$ cat src/rtl/dircc_counter_pkg.sv
// Shared constants for the DIRCC processing-counter CSR block: register map,
// CTRL/STATUS bit positions, read latency and a byte-lane merge helper.
package dircc_counter_pkg;

  localparam int          READ_LATENCY     = 2;
  localparam logic [31:0] ID_VALUE_DEFAULT = 32'hD1CC_0001;

  localparam logic [2:0] ADDR_CTRL     = 3'd0;
  localparam logic [2:0] ADDR_STATUS   = 3'd1;
  localparam logic [2:0] ADDR_COUNT_LO = 3'd2;
  localparam logic [2:0] ADDR_COUNT_HI = 3'd3;
  localparam logic [2:0] ADDR_TERM_LO  = 3'd4;
  localparam logic [2:0] ADDR_TERM_HI  = 3'd5;
  localparam logic [2:0] ADDR_ID       = 3'd6;

  localparam int CTRL_ENABLE    = 0;
  localparam int CTRL_CLEAR     = 1;
  localparam int CTRL_IRQ_EN    = 2;

  localparam int STATUS_RUNNING  = 0;
  localparam int STATUS_TERM_HIT = 1;
  localparam int STATUS_WRAPPED  = 2;

  // Byte lanes with a low enable keep the old register byte.
  function automatic logic [31:0] merge_bytes(input logic [31:0] old_val,
                                              input logic [31:0] new_val,
                                              input logic [3:0]  be);
    logic [31:0] result;
    for (int i = 0; i < 4; i++) begin
      result[8*i +: 8] = be[i] ? new_val[8*i +: 8] : old_val[8*i +: 8];
    end
    return result;
  endfunction

endpackage

$ cat src/rtl/dircc_csr_read_pipe.sv
// Fixed-latency read response pipeline: carries read data captured in the
// accept cycle and its valid strobe through DEPTH register stages.
module dircc_csr_read_pipe
  import dircc_counter_pkg::*;
#(
  parameter int DEPTH = READ_LATENCY
) (
  input  logic        clk,
  input  logic        reset,
  input  logic        in_valid,
  input  logic [31:0] in_data,
  output logic        out_valid,
  output logic [31:0] out_data
);

  logic [DEPTH-1:0] valid_q;
  logic [DEPTH-1:0] valid_d;
  logic [31:0]      data_q [DEPTH];
  logic [31:0]      data_d [DEPTH];

  // NOTE: every variable assigned in always_comb gets a value on every path,
  // otherwise synthesis infers a latch.
  always_comb begin
    valid_d   = {valid_q[DEPTH-2:0], in_valid};
    data_d[0] = in_valid ? in_data : '0;
    for (int i = 1; i < DEPTH; i++) begin
      data_d[i] = data_q[i-1];
    end
  end

  // NOTE: the data stages are reset too so readdata is 0 whenever no response
  // is being presented, including immediately after reset discards a response.
  always_ff @(posedge clk or posedge reset) begin
    if (reset) begin
      valid_q <= '0;
      for (int i = 0; i < DEPTH; i++) begin
        data_q[i] <= '0;
      end
    end else begin
      valid_q <= valid_d;
      for (int i = 0; i < DEPTH; i++) begin
        data_q[i] <= data_d[i];
      end
    end
  end

  assign out_valid = valid_q[DEPTH-1];
  assign out_data  = data_q[DEPTH-1];

endmodule

$ cat src/rtl/dircc_counter_csr_responder.sv
// Avalon-MM CSR responder for the processing-counter test state: event counter,
// terminal compare, sticky status, coherent 64-bit count reads and an interrupt.
module dircc_counter_csr_responder
  import dircc_counter_pkg::*;
#(
  parameter int          COUNT_W  = 64,
  parameter logic [31:0] ID_VALUE = ID_VALUE_DEFAULT
) (
  input  logic        clk,
  input  logic        reset,
  input  logic        count_tick,
  input  logic [2:0]  avs_address,
  input  logic        avs_read,
  input  logic        avs_write,
  input  logic [31:0] avs_writedata,
  input  logic [3:0]  avs_byteenable,
  output logic        avs_waitrequest,
  output logic [31:0] avs_readdata,
  output logic        avs_readdatavalid,
  output logic        irq
);

  localparam int                 HI_W       = COUNT_W - 32;
  localparam logic [COUNT_W-1:0] COUNT_ONES = '1;
  localparam logic [COUNT_W-1:0] COUNT_ONE  = COUNT_W'(1);

  logic               boot_q, settle_q, settle_d;
  logic               enable_q, enable_d;
  logic               irq_en_q, irq_en_d;
  logic               term_hit_q, term_hit_d;
  logic               wrapped_q, wrapped_d;
  logic               irq_q, irq_d;
  logic [COUNT_W-1:0] count_q, count_d;
  logic [COUNT_W-1:0] term_q, term_d;
  logic [31:0]        shadow_q, shadow_d;

  logic               write_acc, read_acc;
  logic               clear_pulse, term_w1c, wrap_w1c;
  logic               term_set, wrap_set, load_count;
  logic [COUNT_W-1:0] count_load;
  logic [31:0]        count_hi32, term_hi32, hi_merged;
  logic [31:0]        read_data;

  // Stall for the first cycle out of reset and for one settle cycle after CTRL writes.
  assign avs_waitrequest = (boot_q & ~reset) | settle_q;

  // A write wins over a simultaneous read; the read is dropped.
  assign write_acc = avs_write & ~avs_waitrequest;
  assign read_acc  = avs_read & ~avs_write & ~avs_waitrequest;

  always_comb begin
    count_hi32 = '0;
    term_hi32  = '0;
    count_hi32[HI_W-1:0] = count_q[COUNT_W-1:32];
    term_hi32[HI_W-1:0]  = term_q[COUNT_W-1:32];
  end

  // Register write decode.
  always_comb begin
    enable_d    = enable_q;
    irq_en_d    = irq_en_q;
    clear_pulse = 1'b0;
    term_w1c    = 1'b0;
    wrap_w1c    = 1'b0;
    term_d      = term_q;
    load_count  = 1'b0;
    count_load  = count_q;
    hi_merged   = '0;
    if (write_acc) begin
      case (avs_address)
        ADDR_CTRL: begin
          if (avs_byteenable[0]) begin
            enable_d    = avs_writedata[CTRL_ENABLE];
            irq_en_d    = avs_writedata[CTRL_IRQ_EN];
            clear_pulse = avs_writedata[CTRL_CLEAR];
          end
        end
        ADDR_STATUS: begin
          if (avs_byteenable[0]) begin
            term_w1c = avs_writedata[STATUS_TERM_HIT];
            wrap_w1c = avs_writedata[STATUS_WRAPPED];
          end
        end
        ADDR_COUNT_LO: begin
          load_count       = 1'b1;
          count_load[31:0] = merge_bytes(count_q[31:0], avs_writedata, avs_byteenable);
        end
        ADDR_COUNT_HI: begin
          load_count                 = 1'b1;
          hi_merged                  = merge_bytes(count_hi32, avs_writedata, avs_byteenable);
          count_load[COUNT_W-1:32]   = hi_merged[HI_W-1:0];
        end
        ADDR_TERM_LO: begin
          term_d[31:0] = merge_bytes(term_q[31:0], avs_writedata, avs_byteenable);
        end
        ADDR_TERM_HI: begin
          hi_merged              = merge_bytes(term_hi32, avs_writedata, avs_byteenable);
          term_d[COUNT_W-1:32]   = hi_merged[HI_W-1:0];
        end
        default: ;
      endcase
    end
  end

  // Counter: terminal hit beats wrap; clear beats counting; a direct load beats both.
  always_comb begin
    count_d  = count_q;
    term_set = 1'b0;
    wrap_set = 1'b0;
    if (enable_q && count_tick) begin
      if (count_q == term_q) begin
        count_d  = '0;
        term_set = 1'b1;
      end else if (count_q == COUNT_ONES) begin
        count_d  = '0;
        wrap_set = 1'b1;
      end else begin
        count_d = count_q + COUNT_ONE;
      end
    end
    if (clear_pulse) count_d = '0;
    if (load_count)  count_d = count_load;
  end

  always_comb begin
    term_hit_d = term_set | (term_hit_q & ~term_w1c);
    wrapped_d  = wrap_set | (wrapped_q & ~wrap_w1c);
    irq_d      = irq_en_q & (term_hit_q | wrapped_q);
    settle_d   = write_acc && (avs_address == ADDR_CTRL);
    shadow_d   = (read_acc && (avs_address == ADDR_COUNT_LO)) ? count_hi32 : shadow_q;
  end

  always_comb begin
    read_data = '0;
    case (avs_address)
      ADDR_CTRL: begin
        read_data[CTRL_ENABLE] = enable_q;
        read_data[CTRL_IRQ_EN] = irq_en_q;
      end
      ADDR_STATUS: begin
        read_data[STATUS_RUNNING]  = enable_q;
        read_data[STATUS_TERM_HIT] = term_hit_q;
        read_data[STATUS_WRAPPED]  = wrapped_q;
      end
      ADDR_COUNT_LO: read_data = count_q[31:0];
      ADDR_COUNT_HI: read_data = shadow_q;
      ADDR_TERM_LO:  read_data = term_q[31:0];
      ADDR_TERM_HI:  read_data = term_hi32;
      ADDR_ID:       read_data = ID_VALUE;
      default:       read_data = '0;
    endcase
  end

  // NOTE: sequential state uses non-blocking assignments so every flop samples
  // the pre-edge values regardless of statement order.
  always_ff @(posedge clk or posedge reset) begin
    if (reset) begin
      boot_q     <= 1'b1;
      settle_q   <= 1'b0;
      enable_q   <= 1'b0;
      irq_en_q   <= 1'b0;
      term_hit_q <= 1'b0;
      wrapped_q  <= 1'b0;
      irq_q      <= 1'b0;
      count_q    <= '0;
      term_q     <= '1;
      shadow_q   <= '0;
    end else begin
      boot_q     <= 1'b0;
      settle_q   <= settle_d;
      enable_q   <= enable_d;
      irq_en_q   <= irq_en_d;
      term_hit_q <= term_hit_d;
      wrapped_q  <= wrapped_d;
      irq_q      <= irq_d;
      count_q    <= count_d;
      term_q     <= term_d;
      shadow_q   <= shadow_d;
    end
  end

  assign irq = irq_q;

  dircc_csr_read_pipe #(
    .DEPTH(READ_LATENCY)
  ) u_read_pipe (
    .clk      (clk),
    .reset    (reset),
    .in_valid (read_acc),
    .in_data  (read_data),
    .out_valid(avs_readdatavalid),
    .out_data (avs_readdata)
  );

  // Read and write together is an initiator protocol violation.
  a_no_rd_wr: assert property (@(posedge clk) disable iff (reset) !(avs_read && avs_write));

endmodule
$ cat config.mk
export PLATFORM = sky130hd
export DESIGN_NAME = dircc_counter_csr_responder
export DESIGN_NICKNAME = d
export VERILOG_FILES = /design/src/rtl/dircc_counter_pkg.sv /design/src/rtl/dircc_csr_read_pipe.sv /design/src/rtl/dircc_counter_csr_responder.sv
export SDC_FILE = /design/constraint.sdc
export NUM_CORES = 1
export LEC_CHECK = 0
export CORE_MARGIN = 4
export CORE_UTILIZATION = 54
export DETAILED_ROUTE_END_ITERATION = 12
export PLACE_DENSITY_LB_ADDON = 0.1
export SLEW_MARGIN = 40
export SYNTH_ARGS = -nofsm -noshare
export SYNTH_HDL_FRONTEND = slang
export SYNTH_SLANG_ARGS = --single-unit
$ cat constraint.sdc
create_clock -name clk -period 9.2 [get_ports clk]
set_clock_uncertainty 0.2 [all_clocks]
set_input_delay 0.92 -clock clk [delete_from_list [all_inputs] [get_ports clk]]
set_output_delay 0.92 -clock clk [all_outputs]
set_load 0.02 [all_outputs]
==> results of run 1 <==
[state kept, by name, indices dropped and copies added (netlist names)]
signal,cells
count_q,64
term_q,64
shadow_q,32
u_read_pipe.data_d,32
u_read_pipe.out_data,32
u_read_pipe.valid_q,2
boot_q,1
enable_q,1
irq,1
irq_en_q,1
settle_q,1
term_hit_q,1
wrapped_q,1
[metrics by stage]
step,instance area (um^2),hold WS [ns]
after floorplan,11800,0.131
after global placement,12700,0.132
after detailed placement,12700,0.135
after CTS,13600,0.148
after global routing,13600,0.151
final,13700,0.146
[how the worst max path moves through the flow]
stage                     slack (ns)      startpoint  depth (start not counted)                 endpoint
after global placement          4.34  avs_address[0]                          9  count_q[37]$_DFFE_PP0P_
final                           5.15  avs_address[2]                          9  count_q[37]$_DFFE_PP0P_
after global routing            5.02  avs_address[2]                          9  count_q[37]$_DFFE_PP0P_
after detailed placement        4.53  avs_address[0]                          9  count_q[37]$_DFFE_PP0P_
after CTS                       5.06  avs_address[0]                          9  count_q[37]$_DFFE_PP0P_
after floorplan                 1.80           reset                          1   count_q[0]$_DFFE_PP0P_
[cell families after synthesis]
logic type                 synth area share
AOI/OAI and AO/OA                     0.154
muxes                                 0.100
other                              0.000318
and+or+nand+nor                       0.151
buffers and inverters                0.0451
adders and majority gates           0.00106
xor gates and xnor gates             0.0475
DFF                                   0.501
[synthesized netlist by cell type, drive strengths merged, types with 2 or more instances]
master	number	area [um^2]
dfrtp	168	4200
nand2b	4	25.0
a32oi	3	26.3
dfstp	65	1710
clkbuf	48	183
and2	4	25.0
o31ai	5	37.5
a22o	4	35.0
nor4	20	155
o311ai	2	17.5
o221ai	6	52.6
o21ai	31	159
o21a	2	15.0
and3	13	86.3
o22ai	28	175
a21o	3	22.5
a222oi	4	40.0
a21oi	65	325
nand2	87	327
nand4	50	347
o2bb2ai	3	26.3
a22oi	53	398
or2	2	12.5
nor3	13	81.3
mux2	101	1140
inv	42	158
or3	9	56.3
nor2b	3	18.8
nand3	61	305
a31oi	2	12.5
a211o	2	17.5
buf	35	191
or4	13	97.6
o31a	26	228
o211ai	14	105
nor2	53	199
mux2i	2	20.0
xnor2	64	561
a311o	7	70.1
[power by group through the flow]
stage	sequential (mW)	combinational [mW]	clock [mW]
3_3_place_gp	1.56	0.771	0
6_report	1.56	0.798	1.09
5_1_grt	1.59	0.859	1.15
4_1_cts	1.55	0.785	1.11
3_5_place_dp	1.57	0.778	0
2_1_floorplan	1.44	0.602	0
[worst max-delay path, cell delays in order]
cell and delay (ns):
clkdlybuf4s50_1 0.74, nor3b_4 0.75, buf_4 0.38, nand4_1 0.23, o21ai_0 0.17, nand2b_1 0.52
or3_1 0.19, a21oi_1 0.06, a211o_1 0.30
[routing by layer]
metal / track usage / part of all wire
met3: 0.0538 / 0.079
met5: 0 / 0
met2: 0.465 / 0.46
met4: 0.113 / 0.041
met1: 0.423 / 0.42
[final cells by class]
type                       instances  share of cell area
timing repair buffer              96              0.0678
antenna                            1            0.000183
tap                              275              0.0252
sequential                       233               0.433
inverter                          42              0.0121
multi-input combinational        773               0.395
clock inverter                    10             0.00962
clock buffer                      38              0.0569
==> flow_summary.toml, run 1 <==
[status]
status = "finished, final reports clean"

[finish]
n_fill_cell = 1746
drive_above_1_share = 0.210
fin_cells = 1468
area.sequential_mm2 = 0.00591
multi_input_area_mm2 = 0.00539
utilization = 0.643
mostFrequentLayoutCells = "dfrtp_1, mux2_2, nand2_1"
area_growth_syn_to_layout_pct = 15.7
final_common_cell = "dfrtp_1"
fin_nets = 1217

[critical_path]
rr_startpoint = "count_q[11]$_DFFE_PP0P_"
startpoint_type = "input pin"
cp_data_required_time_ns = 9.41
worstPathMaxFanout = 17
crit_type = "input pin to flip-flop"
r2r-end = "count_q[46]$_DFFE_PP0P_"
regToRegSetupSlack_ns = 5.45
cp-end-kind = "flip-flop"
cp.arrival_ns = 4.27
r2r_cells = 8

[sta]
tightest_slew_ns = 0.889
worst_slack_ns = 5.15
finalCritPeriodShare = 0.441
finalSetupViolCount = 0
hold_viol = 0
slew_viol_final = 0
timing.fmax_mhz = 247
slew_headroom = 0.405
rsz0062_at_grt = "no"
final.min_clock_period_ns = 4.05
tns_ns = 0

[drt]
wl_per_cell_um = 24.6
vias = 9601
drtIter0Drc = 942
vias_per_cell = 6.54
firstDrtPassIters = 6
wirelength_um = 36200
drtAntennaViolNets = 0
post-route-drc-count = 0

[power]
p_int_mw = 2.30
finalPower_mw = 3.45
power.switching_mw = 1.15
power_frac_clock = 0.317
ir_worst_vdd_v = 0.000175
p_leak_nw = 5.33
combPwrFrac = 0.231
p_per_area_mw_per_mm2 = 253
swShare = 0.333
power_frac_seq = 0.452

[worst_hold_path]
whs_endpoint = "u_read_pipe.out_data[21]$_DFF_PP0_"
min_delay_path_depth = 0
hold_class = "flip-flop to flip-flop"
min-delay-start = "u_read_pipe.data_d[21]$_DFF_PP0_"

[cts]
clock-sinks = 233
clk_pin_slew_worst_paths_ns = 0.06
cts_made_buffers = 26
cts_root_buffer = "clkbuf_16"
clock_path_buffers = 3
htree_levels = 1
post-cts-setup-buffer-count = 0
cts_hold_buf = 0
cts_tree = "built"
post_cts_resized = 0
insertion_delay_ns = 0.54

[synth]
yosysUniqueCellTypes = 67
synth_flop_cell = "dfrtp_1"
ys_ff_latch = 233
synthesis.nets = 1176
syn_avg_cell_area_um2 = 10.4
seq_area_frac_synth = 0.501
syn_area_mm2 = 0.0118
async_flop_share = 1.00
ys_warn_count = 0
syn_inst = 1131
synth_edf_count = 0

[global_route]
groute.usage.overall = 0.299
grt_max_degree = 91
grt_antenna_before_repair = 1
grt_overflow = 0
first_global_vias = 9365
grt_pass1_wl_um = 56400

[floorplan]
dieArea_mm2 = 0.0243
initial_core_util = 0.556
dieHeight_um = 156
rows = 53
die_w_um = 156
num_io_pins = 79
core_area_mm2 = 0.0212

[placement]
port-buffer-count = 78
dp_cells = 1418
place.gp.congestion = 1.01
dp_hpwl_um = 25300
dp_slack_ns = 4.53

[flow_run]
cap_violations = 0
Power figures use the tool's default switching activity.
==> run 2, diff against run 1 <==
- clock period: 9.2 -> 3.6 ns (I/O delays scaled with it)
==> flow_summary.toml, run 2 (synthesis results as in run 1) <==
[power]
finalPower_mw = 8.88
p_per_area_mw_per_mm2 = 632
power_frac_seq = 0.444
p_leak_nw = 5.57
power.switching_mw = 2.93
power_frac_clock = 0.305
swShare = 0.331
combPwrFrac = 0.251
ir_worst_vdd_v = 0.000413
p_int_mw = 5.94

[sta]
finalCritPeriodShare = 0.897
worst_slack_ns = 0.371
timing.fmax_mhz = 310
slew_viol_final = 0
tightest_slew_ns = 0.785
slew_headroom = 0.476
final.min_clock_period_ns = 3.23
rsz0062_at_grt = "no"
hold_viol = 0
tns_ns = 0
finalSetupViolCount = 0

[drt]
wirelength_um = 37400
vias = 9857
drtIter0Drc = 1127
vias_per_cell = 6.51
post-route-drc-count = 0
wl_per_cell_um = 24.7
firstDrtPassIters = 6
drtAntennaViolNets = 0

[cts]
cts_hold_buf = 0
clock-sinks = 233
clock_path_buffers = 3
insertion_delay_ns = 0.52
htree_levels = 1
cts_tree = "built"
clk_pin_slew_worst_paths_ns = 0.06
post_cts_resized = 0
post-cts-setup-buffer-count = 0
cts_made_buffers = 25
cts_root_buffer = "clkbuf_16"

[global_route]
grt_pass1_wl_um = 57200
grt_overflow = 0
groute.usage.overall = 0.306
first_global_vias = 9567
grt_antenna_before_repair = 2
grt_max_degree = 45

[floorplan]
dieArea_mm2 = 0.0243
num_io_pins = 79
rows = 53
core_area_mm2 = 0.0212
initial_core_util = 0.556
die_w_um = 156
dieHeight_um = 156

[worst_hold_path]
hold_class = "flip-flop to flip-flop"

[finish]
drive_above_1_share = 0.234
fin_nets = 1265
antenna_cells = 0
mostFrequentLayoutCells = "dfrtp_1, mux2_2, nand2_1"
top_regs = "count_q: 64 flops, term_q: 64 flops"
area_growth_syn_to_layout_pct = 19.2
final_common_cell = "dfrtp_1"

[critical_path]
cp.arrival_ns = 3.44
cp-end-kind = "flip-flop"
crit_type = "flip-flop to flip-flop"
slowest_delay_ns = 0.50
startpoint_type = "flip-flop"
cp_cell_sequence = "nand4_1 -> nor4_1 -> nand4_2 -> or3_1 -> and3_4 -> buf_12 -> a21o_1 -> a22o_1"
cp_data_required_time_ns = 3.81
worstPathMaxFanout = 23
cpMaxStageDelayCell = "dfrtp_1"

[placement]
dp_slack_ns = 0.451
dp_hpwl_um = 26900
place.gp.congestion = 0.999
port-buffer-count = 78

[flow_run]
cap_violations = 0

[status]
status = "finished, final reports clean"
[run 2: changes by cell type in the layout (fill, tap and decap cells not counted), sizes merged]
| cell | previous run | this run |
|---|---|---|
| buf | 19 | 67 |
| clkinv | 6 | 4 |
| bufinv | 3 | 4 |
| clkbuf | 38 | 37 |
| clkdlybuf4s50 | 77 | 78 |
| diode | 1 | 0 |
| inv | 42 | 41 |
[run 2: layout make-up]
cell class,instances,area [um^2]
multi-input cells,773,5370
clock buffers,37,721
fillers,1684,7160
inverters,42,161
repair buffers,145,1410
well taps,275,344
clock inverters,8,140
flip-flops and latches,233,5910
[run 2: path summary, 6_finish.rpt]
path	from	endpoint	slack, ns	cells after the start
worst min register to register	u_read_pipe.data_d[3]$_DFF_PP0_	u_read_pipe.out_data[3]$_DFF_PP0_	0.14	0
worst max-delay path	count_q[47]$_DFFE_PP0P_	count_q[29]$_DFFE_PP0P_	0.37	8
max in group asynchronous	reset	term_q[10]$_DFFE_PP1P_	2.26	3
min in group asynchronous	reset	enable_q$_DFFE_PP0P_	0.15	2
worst min-delay path	u_read_pipe.data_d[3]$_DFF_PP0_	u_read_pipe.out_data[3]$_DFF_PP0_	0.14	0
worst max register to register	count_q[47]$_DFFE_PP0P_	count_q[29]$_DFFE_PP0P_	0.37	8
[run 2: stage by stage]
| step | hold WS, ns | instance area, um^2 | util | std cells |
|---|---|---|---|---|
| after CTS | 0.144 | 14100 | 0.662 | 1513 |
| final | 0.144 | 14100 | 0.662 | 1513 |
| after global placement | 0.131 | 13200 | 0.622 | 1468 |
| after floorplan | 0.131 | 11800 | - | 1131 |
| after global routing | 0.153 | 14100 | 0.662 | 1513 |
| after detailed placement | 0.135 | 13200 | 0.622 | 1468 |
[run 2: critical path, delay by kind of cell (launching register included)]
family | cells | cell delay [ns]
AOI/OAI and AO/OA | 2 | 0.38
and+or+nand+nor | 5 | 1.82
DFF | 1 | 0.50
buffers and inverters | 1 | 0.19
[run 2: power groups by stage]
stage / sequential, mW / clock (mW) / combinational [mW]
finish: 3.94 / 2.70 / 2.23
global route: 4.01 / 2.85 / 2.41
CTS: 3.92 / 2.74 / 2.21
global placement: 3.94 / 0 / 2.17
floorplan: 3.69 / 0 / 1.54
detailed placement: 3.96 / 0 / 2.19
[run 2: per-layer routing]
layer	wire (um)	part of all wire	track usage
met3	3110	0.083	0.0516
met2	17000	0.45	0.479
met5	23	0.00062	0
met4	1870	0.050	0.133
met1	15400	0.41	0.424
==> patch: new RTL, flow settings as in run 2 <==
Change the package constant `READ_LATENCY` from 2 to 8.
--- a/src/rtl/dircc_counter_pkg.sv
+++ b/src/rtl/dircc_counter_pkg.sv
@@ -4,3 +4,3 @@
 
-  localparam int          READ_LATENCY     = 2;
+  localparam int          READ_LATENCY     = 8;
   localparam logic [31:0] ID_VALUE_DEFAULT = 32'hD1CC_0001;
Check against the original RTL: not equivalent (Yosys sat finds a counterexample within 4 cycles, from zero or initial values and one cycle with reset high).
==> patch against run 2 <==
  * Final area rose by 45%
  * Via count is 18% higher
  * Die area increased by 42%
  * Area after synthesis grew 45%
  * Routed wire length is 21% higher
  * Total power is 46% higher
  * Setup slack got worse by 0.0078 ns
  * Non-clock buffer count is 24 higher
  * Highest routed layer is now met4
  * First-iteration DRC count is 6.6% lower
  * Sequential cell count rose by 198
  * Largest power group unchanged
  * Critical endpoint is now count_q[8]
==> patch: results (changes against run 2) <==
status finished, final reports clean; Worst Min Path Start u_read_pipe.data_d[69]; Cells after DPL 1844 (+26%); multi-input logic area 0.00566 sq mm (+5.3%); M1 WL 19.8 mm (+29%); Worst-Skew Late Latency 0.56 ns (+0.04 ns); Seq cells post-synth 431 (+85%); post-synthesis average cell area 12.5 sq um (+20%); top cells by count, synth 366 x dfrtp_1, 101 x mux2_2, 89 x nand2_1, 75 x nor2_1, 66 x a21oi_1; CP arrival 3.48 ns (+0.04 ns); initial antenna violation count 1 (-1); detailed-route wire length per cell 23.6 um (-4.6%); vias 11600 (+18%); top sig layer met4; CP max-delay cell nor4_1; ratio of cells with drive above 1 in the final layout 24.1% (+0.68 points); Final #Nets 1540 (+22%); met1 Usage GRT 39.8% (-2.7 points); NonClk Buf Share 7.95% (-2.1 points); Cell Area, Synth 0.0171 sq mm (+45%); Inverters 33 (-21%); Reg2Reg Capture Point count_q[8]; share of Yosys cell area claimed by the top area cell type 53.7% (+18 points); DRT iter0 DRCs 1053 (-6.6%); wire length on met2 20.6 mm (+21%); worst-path fanout max 32 (+39%); P_leak 9.02 nW (+62%); cell count of the worst reg-to-reg path 9 (+1); met3 wire length 3.60 mm (+16%); CLK BUF 61 (+65%); met3 Use GR 5.10% (-0.059 points); post-synthesis sequential area ratio 63.7% (+14 points); largest net degree at the start of global routing 99 (+120%); register area 0.0109 sq mm (+84%); CP startpoint term_q[50]; hpwl dp 31.4 mm (+17%); met2 Use GR 40.4% (-7.5 points); max incr delay on CP 0.62 ns (+0.12 ns); maximum vdd drop 0.433 mV (+5.0%); final std cells w/o fill 1927 (+27%); Fillers 2309 (+37%); GRT Resource Usage Total 26.8% (-3.9 points); Flop pwr share 47.3% (+2.9 points); Clk pwr share 37.1% (+6.6 points); largest cells by area after synthesis dfrtp_1 54%, dfstp_2 10%, mux2_2 6.7%; Initial DRT Pass Iterations 5 (-1); first-pass GRT wire length 69.7 mm (+22%); Final GP Congestion 0.987 (-1.2%); fin area 0.0203 sq mm (+45%); Multi-In Gates 815 (+5.4%)
## patch: cell types whose count changed after synthesis, sizes merged, moves of 15 or more
| cell | run 2 | this run |
|---|---|---|
| xnor2 | 64 | 0 |
| o31a | 26 | 5 |
| dfrtp | 168 | 366 |
| xor2 | 0 | 64 |
| nand4 | 50 | 24 |
| nor2 | 53 | 76 |
| nor4 | 20 | 35 |
## patch: metrics by stage
step / hold WS [ns] / total power [mW] / setup TNS (ns)
6_report: 0.142 / 13.0 / 0
5_1_grt: 0.148 / 13.5 / 0
4_1_cts: 0.144 / 13.0 / 0
3_5_place_dp: 0.135 / 8.19 / 0
3_3_place_gp: 0.131 / 8.13 / 0
2_1_floorplan: 0.131 / 7.32 / -1389.63
## patch: logic make-up after synthesis
kind of cell    share of synthesized area (%)
other cells                            0.0220
mux                                      7.21
buf+inv                                  3.27
simple gates                             11.7
fa+ha+maj                              0.0734
flops                                    63.7
compound gates                           10.7
xor+xnor                                 3.29
